`config.mk`:
```
export PLATFORM = sky130hd
export DESIGN_NAME = shift_reg_seq_univ_flat
export DESIGN_NICKNAME = d
export VERILOG_FILES = /design/src/rtl/shift_reg_seq_univ_if.sv /design/src/rtl/shift_reg_seq_univ.sv /design/src/flat_wrapper.sv
export SDC_FILE = /design/constraint.sdc
export NUM_CORES = 1
export LEC_CHECK = 0
export CAP_MARGIN = 20
export CORE_MARGIN = 5
export CORE_UTILIZATION = 42
export DETAILED_ROUTE_END_ITERATION = 7
export PLACE_DENSITY = 0.8
export SYNTH_ARGS = -nofsm -noshare
export SYNTH_HDL_FRONTEND = slang
export SYNTH_SLANG_ARGS = --single-unit
```
`constraint.sdc`:
```
create_clock -name clk -period 1.7 [get_ports clk]
set_clock_uncertainty 0.15 [all_clocks]
set_input_delay 0.34 -clock clk [delete_from_list [all_inputs] [get_ports clk]]
set_output_delay 0.34 -clock clk [all_outputs]
set_load 0.005 [all_outputs]
```
`src/rtl/shift_reg_seq_univ_if.sv`:
```
// Command/status bundle for the universal shift register: the controller drives the
// command side, and the register returns its contents and handshake status.
interface shift_reg_seq_univ_if #(
  parameter int WIDTH = 8,
  parameter int CNTW  = 4
);
  logic             start;
  logic [2:0]       op;
  logic [CNTW-1:0]  amt;
  logic [WIDTH-1:0] d;
  logic             sin;
  logic [WIDTH-1:0] q;
  logic             sout;
  logic             busy;
  logic             done;

  modport master (
    output start, op, amt, d, sin,
    input  q, sout, busy, done
  );

  modport slave (
    input  start, op, amt, d, sin,
    output q, sout, busy, done
  );
endinterface

```
`src/rtl/shift_reg_seq_univ.sv`:
```
// WIDTH-bit universal register with a one-bit-per-clock shift sequencer and async clear.
// A command is accepted only in IDLE; a shift of n takes n+1 busy cycles, and LOAD or n=0 takes 1.
module shift_reg_seq_univ #(
  parameter int WIDTH = 8,
  parameter int CNTW  = 4
) (
  input  logic                  clk,
  input  logic                  reset,
  shift_reg_seq_univ_if.slave   bus
);
  localparam logic [2:0] OP_LOAD = 3'd0;
  localparam logic [2:0] OP_SHL  = 3'd1;
  localparam logic [2:0] OP_SHR  = 3'd2;
  localparam logic [2:0] OP_SAR  = 3'd3;
  localparam logic [2:0] OP_ROL  = 3'd4;
  localparam logic [2:0] OP_ROR  = 3'd5;
  localparam logic [2:0] OP_SLI  = 3'd6;
  localparam logic [2:0] OP_SRI  = 3'd7;
  localparam logic [CNTW-1:0] WIDTH_C = CNTW'(WIDTH);
  localparam logic [CNTW-1:0] ONE_C   = CNTW'(1);

  typedef enum logic [1:0] {IDLE, RUN, DONE} state_t;

  state_t           state_q, state_d;
  logic [WIDTH-1:0] q_q, q_d;
  logic             sout_q, sout_d;
  logic [CNTW-1:0]  cnt_q, cnt_d;
  logic [2:0]       op_q, op_d;
  logic [CNTW-1:0]  amt_eff;
  logic [WIDTH-1:0] shift_q;
  logic             shift_out;

  // Amounts beyond the register width are clamped, so counting never exceeds WIDTH shifts.
  assign amt_eff = (bus.amt > WIDTH_C) ? WIDTH_C : bus.amt;

  always_comb begin
    shift_q   = q_q;
    shift_out = sout_q;
    case (op_q)
      OP_SHL: begin shift_q = {q_q[WIDTH-2:0], 1'b0};         shift_out = q_q[WIDTH-1]; end
      OP_SHR: begin shift_q = {1'b0, q_q[WIDTH-1:1]};         shift_out = q_q[0];       end
      OP_SAR: begin shift_q = {q_q[WIDTH-1], q_q[WIDTH-1:1]}; shift_out = q_q[0];       end
      OP_ROL: begin shift_q = {q_q[WIDTH-2:0], q_q[WIDTH-1]}; shift_out = q_q[WIDTH-1]; end
      OP_ROR: begin shift_q = {q_q[0], q_q[WIDTH-1:1]};       shift_out = q_q[0];       end
      OP_SLI: begin shift_q = {q_q[WIDTH-2:0], bus.sin};      shift_out = q_q[WIDTH-1]; end
      OP_SRI: begin shift_q = {bus.sin, q_q[WIDTH-1:1]};      shift_out = q_q[0];       end
      default: ;
    endcase
  end

  always_comb begin
    state_d = state_q;
    q_d     = q_q;
    sout_d  = sout_q;
    cnt_d   = cnt_q;
    op_d    = op_q;
    case (state_q)
      IDLE: begin
        if (bus.start) begin
          op_d = bus.op;
          if (bus.op == OP_LOAD) begin
            q_d     = bus.d;
            state_d = DONE;
          end else if (amt_eff == '0) begin
            state_d = DONE;
          end else begin
            cnt_d   = amt_eff;
            state_d = RUN;
          end
        end
      end
      RUN: begin
        q_d    = shift_q;
        sout_d = shift_out;
        cnt_d  = cnt_q - ONE_C;
        if (cnt_q == ONE_C) state_d = DONE;
      end
      DONE:    state_d = IDLE;
      default: state_d = IDLE;
    endcase
  end

  always_ff @(posedge clk or posedge reset) begin
    if (reset) begin
      state_q <= IDLE;
      q_q     <= '0;
      sout_q  <= 1'b0;
      cnt_q   <= '0;
      op_q    <= OP_LOAD;
    end else begin
      state_q <= state_d;
      q_q     <= q_d;
      sout_q  <= sout_d;
      cnt_q   <= cnt_d;
      op_q    <= op_d;
    end
  end

  assign bus.q    = q_q;
  assign bus.sout = sout_q;
  assign bus.busy = (state_q != IDLE);
  assign bus.done = (state_q == DONE);
endmodule

```
`src/flat_wrapper.sv`:
```
// flat-port wrapper written by rule: the top's interface ports become plain ports
module shift_reg_seq_univ_flat 
#(
  parameter int WIDTH = 8,
  parameter int CNTW  = 4
)
  (clk, reset, bus_start, bus_op, bus_amt, bus_d, bus_sin, bus_q, bus_sout, bus_busy, bus_done);
  shift_reg_seq_univ_if #(.WIDTH(WIDTH), .CNTW(CNTW)) bus_i ();
  input  logic clk;
  input  logic reset;
  input wire logic [$bits(bus_i.start)-1:0] bus_start;
  input wire logic [$bits(bus_i.op)-1:0] bus_op;
  input wire logic [$bits(bus_i.amt)-1:0] bus_amt;
  input wire logic [$bits(bus_i.d)-1:0] bus_d;
  input wire logic [$bits(bus_i.sin)-1:0] bus_sin;
  output wire logic [$bits(bus_i.q)-1:0] bus_q;
  output wire logic [$bits(bus_i.sout)-1:0] bus_sout;
  output wire logic [$bits(bus_i.busy)-1:0] bus_busy;
  output wire logic [$bits(bus_i.done)-1:0] bus_done;
  assign bus_i.start = bus_start;
  assign bus_i.op = bus_op;
  assign bus_i.amt = bus_amt;
  assign bus_i.d = bus_d;
  assign bus_i.sin = bus_sin;
  assign bus_q = bus_i.q;
  assign bus_sout = bus_i.sout;
  assign bus_busy = bus_i.busy;
  assign bus_done = bus_i.done;
  shift_reg_seq_univ #(.WIDTH(WIDTH), .CNTW(CNTW)) u_core (.clk(clk), .reset(reset), .bus(bus_i));
endmodule
```
# Yosys cells after proc, flatten, opt, wreduce, memory -nomap -nowiden

Cells that the tools add are included.

Eq/ne operators: 18
Order comparisons: 1
Muxes and demuxes: 15
Reductions and logical operators: 14
Add/subtract/negate cells: 1

Operators by type and width:

| kind                                                   | number |
|---|---|
| case mux 8 bit (7 select lines)                        | 1 |
| two-way mux 4 bit                                      | 4 |
| two-way mux 8 bit                                      | 2 |
| case mux 8 bit (2 select lines)                        | 1 |
| == test 3 bit (second input constant)                  | 4 |
| two-way mux 2 bit                                      | 4 |
| inequality test 2 bit (second input constant)          | 4 |
| inequality test 8 bit (second input constant)          | 1 |
| case mux 4 bit (2 select lines)                        | 1 |
| AND reduction 4 bit                                    | 2 |
| inequality test 7 bit (second input constant)          | 1 |
| == test 3 x 2 -> 1 bit (second input constant)         | 2 |
| AND reduction 2 bit                                    | 3 |
| nonzero test 2 bit                                     | 3 |
| AND reduction 5 bit                                    | 1 |
| == test 4 x 1 -> 1 bit (second input constant)         | 1 |
| > comparator 4 bit (second input constant)             | 1 |
| zero test 4 bit                                        | 1 |
| inequality test 2 x 1 -> 1 bit (second input constant) | 2 |
| case mux 2 bit (2 select lines)                        | 1 |
| OR reduction 4 bit                                     | 1 |
| subtractor 4 x 1 -> 4 bit (second input constant)      | 1 |
| == test 3 x 1 -> 1 bit (second input constant)         | 1 |
| zero test 3 bit                                        | 1 |
| 5 further kinds                                        | 5 |

Bits of input ports: 19
Word-level logic and storage cells: 55
Flip-flop bits (word level): 18
Output and inout port bits: 11

# Logic depth before layout (Yosys ltp)

Word-level depth: 7
Mapped depth: 6
Gate-level depth less buffers: 5

# Worst setup path after synthesis

OpenSTA, ideal clock, no wires.

Path kind: register -> register
From: reg u_core.state_q[0]
To: reg u_core.q_q[7], in the netlist u_core.bus.q[7]
Arrival: 1427 ps
Setup slack: -4 ps
Path buffers: 0
Cell stages (with the launch flop): 5
Cells stage by stage: dfrtp_1 > nor3b_2 > a22oi_4 > a31oi_1 > mux2_1

Cells in the longest elaborated chain, start to end: 3
Elaborated cells between the ends (all ways): 9
Those cells by class: eq/ne (5); mux (1); reduce/logical (3)

Ends and longest elaborated chain:

| what                                                          | RTL line                 | source |
|---|---|---|
| start: declaration                                            | shift_reg_seq_univ.sv:24 | `state_t state_q, state_d;` |
| start signal: assignment                                      | shift_reg_seq_univ.sv:91 | `state_q <= state_d;` |
| == test 2 x 1 -> 1 bit or zero test 2 bit (tied branches)     | shift_reg_seq_univ.sv:57 | `case (state_q)` |
| inequality test 7 bit (no line), or another cell as far along | -                        |  |
| AND reduction 5 bit (no line)                                 | -                        |  |
| end signal: assignment                                        | shift_reg_seq_univ.sv:92 | `q_q <= q_d;` |
| end: declaration                                              | shift_reg_seq_univ.sv:25 | `logic [WIDTH-1:0] q_q, q_d;` |

Several ways; a longest one is shown, not always the timed one.
A chain may end at the register's enable or synchronous reset.

# Worst setup path in the final report

From: in bus_amt[3]
To: reg u_core.cnt_q[1]

Cells in the longest elaborated chain, start to end: 6
Elaborated cells between the ends (all ways): 9
Those cells by class: order compare (1); eq/ne (1); mux (5); reduce/logical (2)

Ends and longest elaborated chain:

| what                            | RTL line                 | source |
|---|---|---|
| start: declaration              | flat_wrapper.sv:13       | `input wire logic [$bits(bus_i.amt)-1:0] bus_amt;` |
| > comparator 4 bit              | shift_reg_seq_univ.sv:34 | `assign amt_eff = (bus.amt > WIDTH_C) ? WIDTH_C : bus.amt;` |
| two-way mux 4 bit *             | shift_reg_seq_univ.sv:34 |  |
| two-way mux 4 bit               | shift_reg_seq_univ.sv:64 | `end else if (amt_eff == '0) begin` |
| two-way mux 4 bit               | shift_reg_seq_univ.sv:61 | `if (bus.op == OP_LOAD) begin` |
| two-way mux 4 bit               | shift_reg_seq_univ.sv:59 | `if (bus.start) begin` |
| case mux 4 bit (2 select lines) | shift_reg_seq_univ.sv:57 |  |
| end signal: assignment          | shift_reg_seq_univ.sv:94 | `cnt_q <= cnt_d;` |
| end: declaration                | shift_reg_seq_univ.sv:27 | `logic [CNTW-1:0] cnt_q, cnt_d;` |

Mark *: on every way between the ends. The rest lies on a longest branch, timed or not. The select of a mux whose other input is x is not followed.

==> results.yml <==
sta:
  timing.slew.headroom_pct: 82.0
  final-max-slew-violation-count: 0
  fmax_ghz: 0.595
  rsz0062_at_grt: "true"
  tightest_slew_ns: 0.268
  setup_tns_ns: 0
  finalHoldViolCount: 0
  min_period_ns: 1.68
  min_period_over_period_pct: 98.8
  finalSetupViolCount: 0
drt:
  num_vias: 1033
  totalWireLength_mm: 2.83
  wl_per_cell_microns: 14.9
  drtAntennaViolNets: 0
  drc: 0
  drt-vias-per-instance: 5.44
  drtPass1Iterations: 4
  drt_iter0_drc: 60
global_routing:
  grt.total_usage_pct: 16.6
  grt_max_degree: 19
  antenna_found_initial: 0
  grt_pass1_wl_mm: 4.62
  grt_pass1_vias: 1015
  grt_overflow: 0
clock_network:
  cts-htree-levels: 1
  cts_root_buf: "clkbuf_4"
  numClockSinks: 18
  hold_buffers: 0
  clk_pin_slew_ns: 0.10
  clockBufferDepth: 2
  insertion_delay_ns: 0.29
  cts_tree: "built"
  cts_buffers: 3
synthesis:
  yosys_warnings: 0
  syn-cell-area_sq_mm: 0.00110
  ys_types: 32
  syn_area_per_cell_sq_um: 10.4
  ys_ff_latch: 18
  synth_fa_ha_area_share_pct: 2.28
  synth_compound_area_share_pct: 20.3
  synth-seq-area-share_pct: 41.0
  synth_top_family_by_area: "compound AO/OA/AOI/OAI gates"
  synth_xor_xnor_area_share_pct: 0
  syn_inst: 106
  synth_nets: 127
  synth-simple-area-share_pct: 14.8
  muxShareOfSynthArea_pct: 17.5
floorplan:
  num_rows: 18
  die_area_sq_mm: 0.00374
  die_w_microns: 61.1
  start_util_pct: 43.9
  core_sq_mm: 0.00250
  io_pins: 30
  fp.dieH_microns: 61.1
worst_setup_path:
  r2r_start: "u_core.op_q[2]"
  cp-end-kind: "register"
  critPathArrivalTime_ns: 1.72
  cp-start-kind: "input port"
  rr_worst_depth: 4
  worstSetupPathType: "in -> reg"
  crit_start: "bus_amt[3]"
  critical_path_required_ns: 1.74
  regToRegSetupSlack_ns: 0.05
  crit_path_max_fanout: 3
  worstReg2RegEnd: "u_core.bus.q[7]"
power_and_ir_drop:
  total_leakage_power_uw: 0.000834
  power_density_mw_per_mm2: 1950
  ir_drop_uv: 1300
place:
  dp_cells: 173
  port_buffers: 29
  place.gp.congestion: 0.830
  post_dp_cell_area_sq_mm: 0.00150
  hpwl_mm: 2.07
layout:
  final_core_util_pct: 68.0
  final_cells: 190
  final_common_cell: "buf_4"
  n_antenna_cell: 0
  area.growth.synth_to_final_pct: 54.7
  final_cell_mix: "buf_4, clkdlybuf4s50_1, dfrtp_1"
  final_nets: 182
  design_area_sq_mm: 0.00170
  layout-drive-gt1-share_pct: 31.3
hold_path:
  hold_class: "in -> async"
job:
  maxCapViolations: 0
outcome:
  status: "finished, final reports clean"
==> where the power goes <==
group	switching [uW]	internal (uW)
Combinational	932	1250
Sequential	197	659
Clock	133	131
Total	1260	2040
==> per-stage QoR <==
step                setup slack [ns]  hold WS, ns  total power [uW]
global route                 -0.0257        0.209              3570
global placement              -0.357        0.371              2640
finish                        0.0207        0.195              3310
detailed placement            -0.451        0.378              2710
CTS                          -0.0833        0.192              3150
floorplan                     0.0130        0.129              2040
==> synth_stat cells <==
cell type	count	share of area, %
nand4_1	1	0.57
nor2_1	11	3.8
or2_2	1	0.57
a22oi_4	1	1.9
a211oi_1	6	4.1
nor2b_1	1	0.57
o31ai_1	1	0.68
mux2_1	5	5.1
or3b_1	1	0.80
nor4_1	2	1.1
buf_2	3	1.4
o21ai_0	1	0.46
mux2_2	3	3.1
nor3_2	1	0.91
nor3b_1	1	0.68
a22oi_1	1	0.68
nand3_1	2	0.91
a31oi_1	5	2.8
a21oi_1	7	3.2
mux2i_1	8	7.3
and2b_2	1	0.80
ha_1	2	2.3
a2bb2oi_1	2	1.6
nor3b_2	1	1.1
inv_1	5	1.7
nand2b_1	1	0.57
mux2i_4	1	2.0
buf_6	1	1.0
a21o_1	7	4.8
nand2_1	4	1.4
dfrtp_1	18	41
or3_4	1	1.0
==> worst max path at each step <==
stage                      end  slack (ns)  cells past startpoint
5_1_grt        u_core.cnt_q[1]       -0.03                      5
2_1_floorplan  u_core.bus.q[7]        0.01                      4
3_5_place_dp   u_core.cnt_q[1]       -0.45                      5
4_1_cts               bus_busy       -0.08                      2
6_report       u_core.cnt_q[1]        0.02                      5
3_3_place_gp   u_core.cnt_q[1]       -0.36                      5
==> layer usage <==
metal	GRT usage [%]	up-vias	wire length, microns
met3	3.77	0	135
met4	4.64	0	0
met1	21.3	503	1230
met2	27.9	31	1460
met5	0	-	0
li1	-	499	-
==> layout make-up <==
type                    instances  area [sq um]
flip-flops and latches         18           454
inverters                       5          18.8
repair buffers                 54           504
well taps                      30          37.5
clock buffers                   4          36.3
fillers                       209           801
multi-input cells              79           648
==> critical path, stage by stage <==
cell             delay, ns
clkdlybuf4s50_1       0.43
nor4_2                0.30
nor2_2                0.08
a31oi_2               0.21
mux2_2                0.35
==> state kept, by name (all words and copies together) (netlist names) <==
register / count
u_core.bus.q: 8
u_core.op_q: 3
u_core.cnt_q: 4
u_core.bus.sout: 1
u_core.state_q: 2
==> cells by family after synthesis <==
kind of cell	Yosys count
simple gates	29
mux	17
fa+ha+maj	2
flops	18
compound gates	31
buf+inv	9
==> timing repair <==
| item | 4_1_cts | 5_1_grt |
|---|---|---|
| gates resized for setup | 11 | 17 |
| setup endpoints to repair | 19 | 19 |
| buffers inserted | 9 | 4 |
| pin swaps | 3 | 4 |
Power figures use the tool's default switching activity.
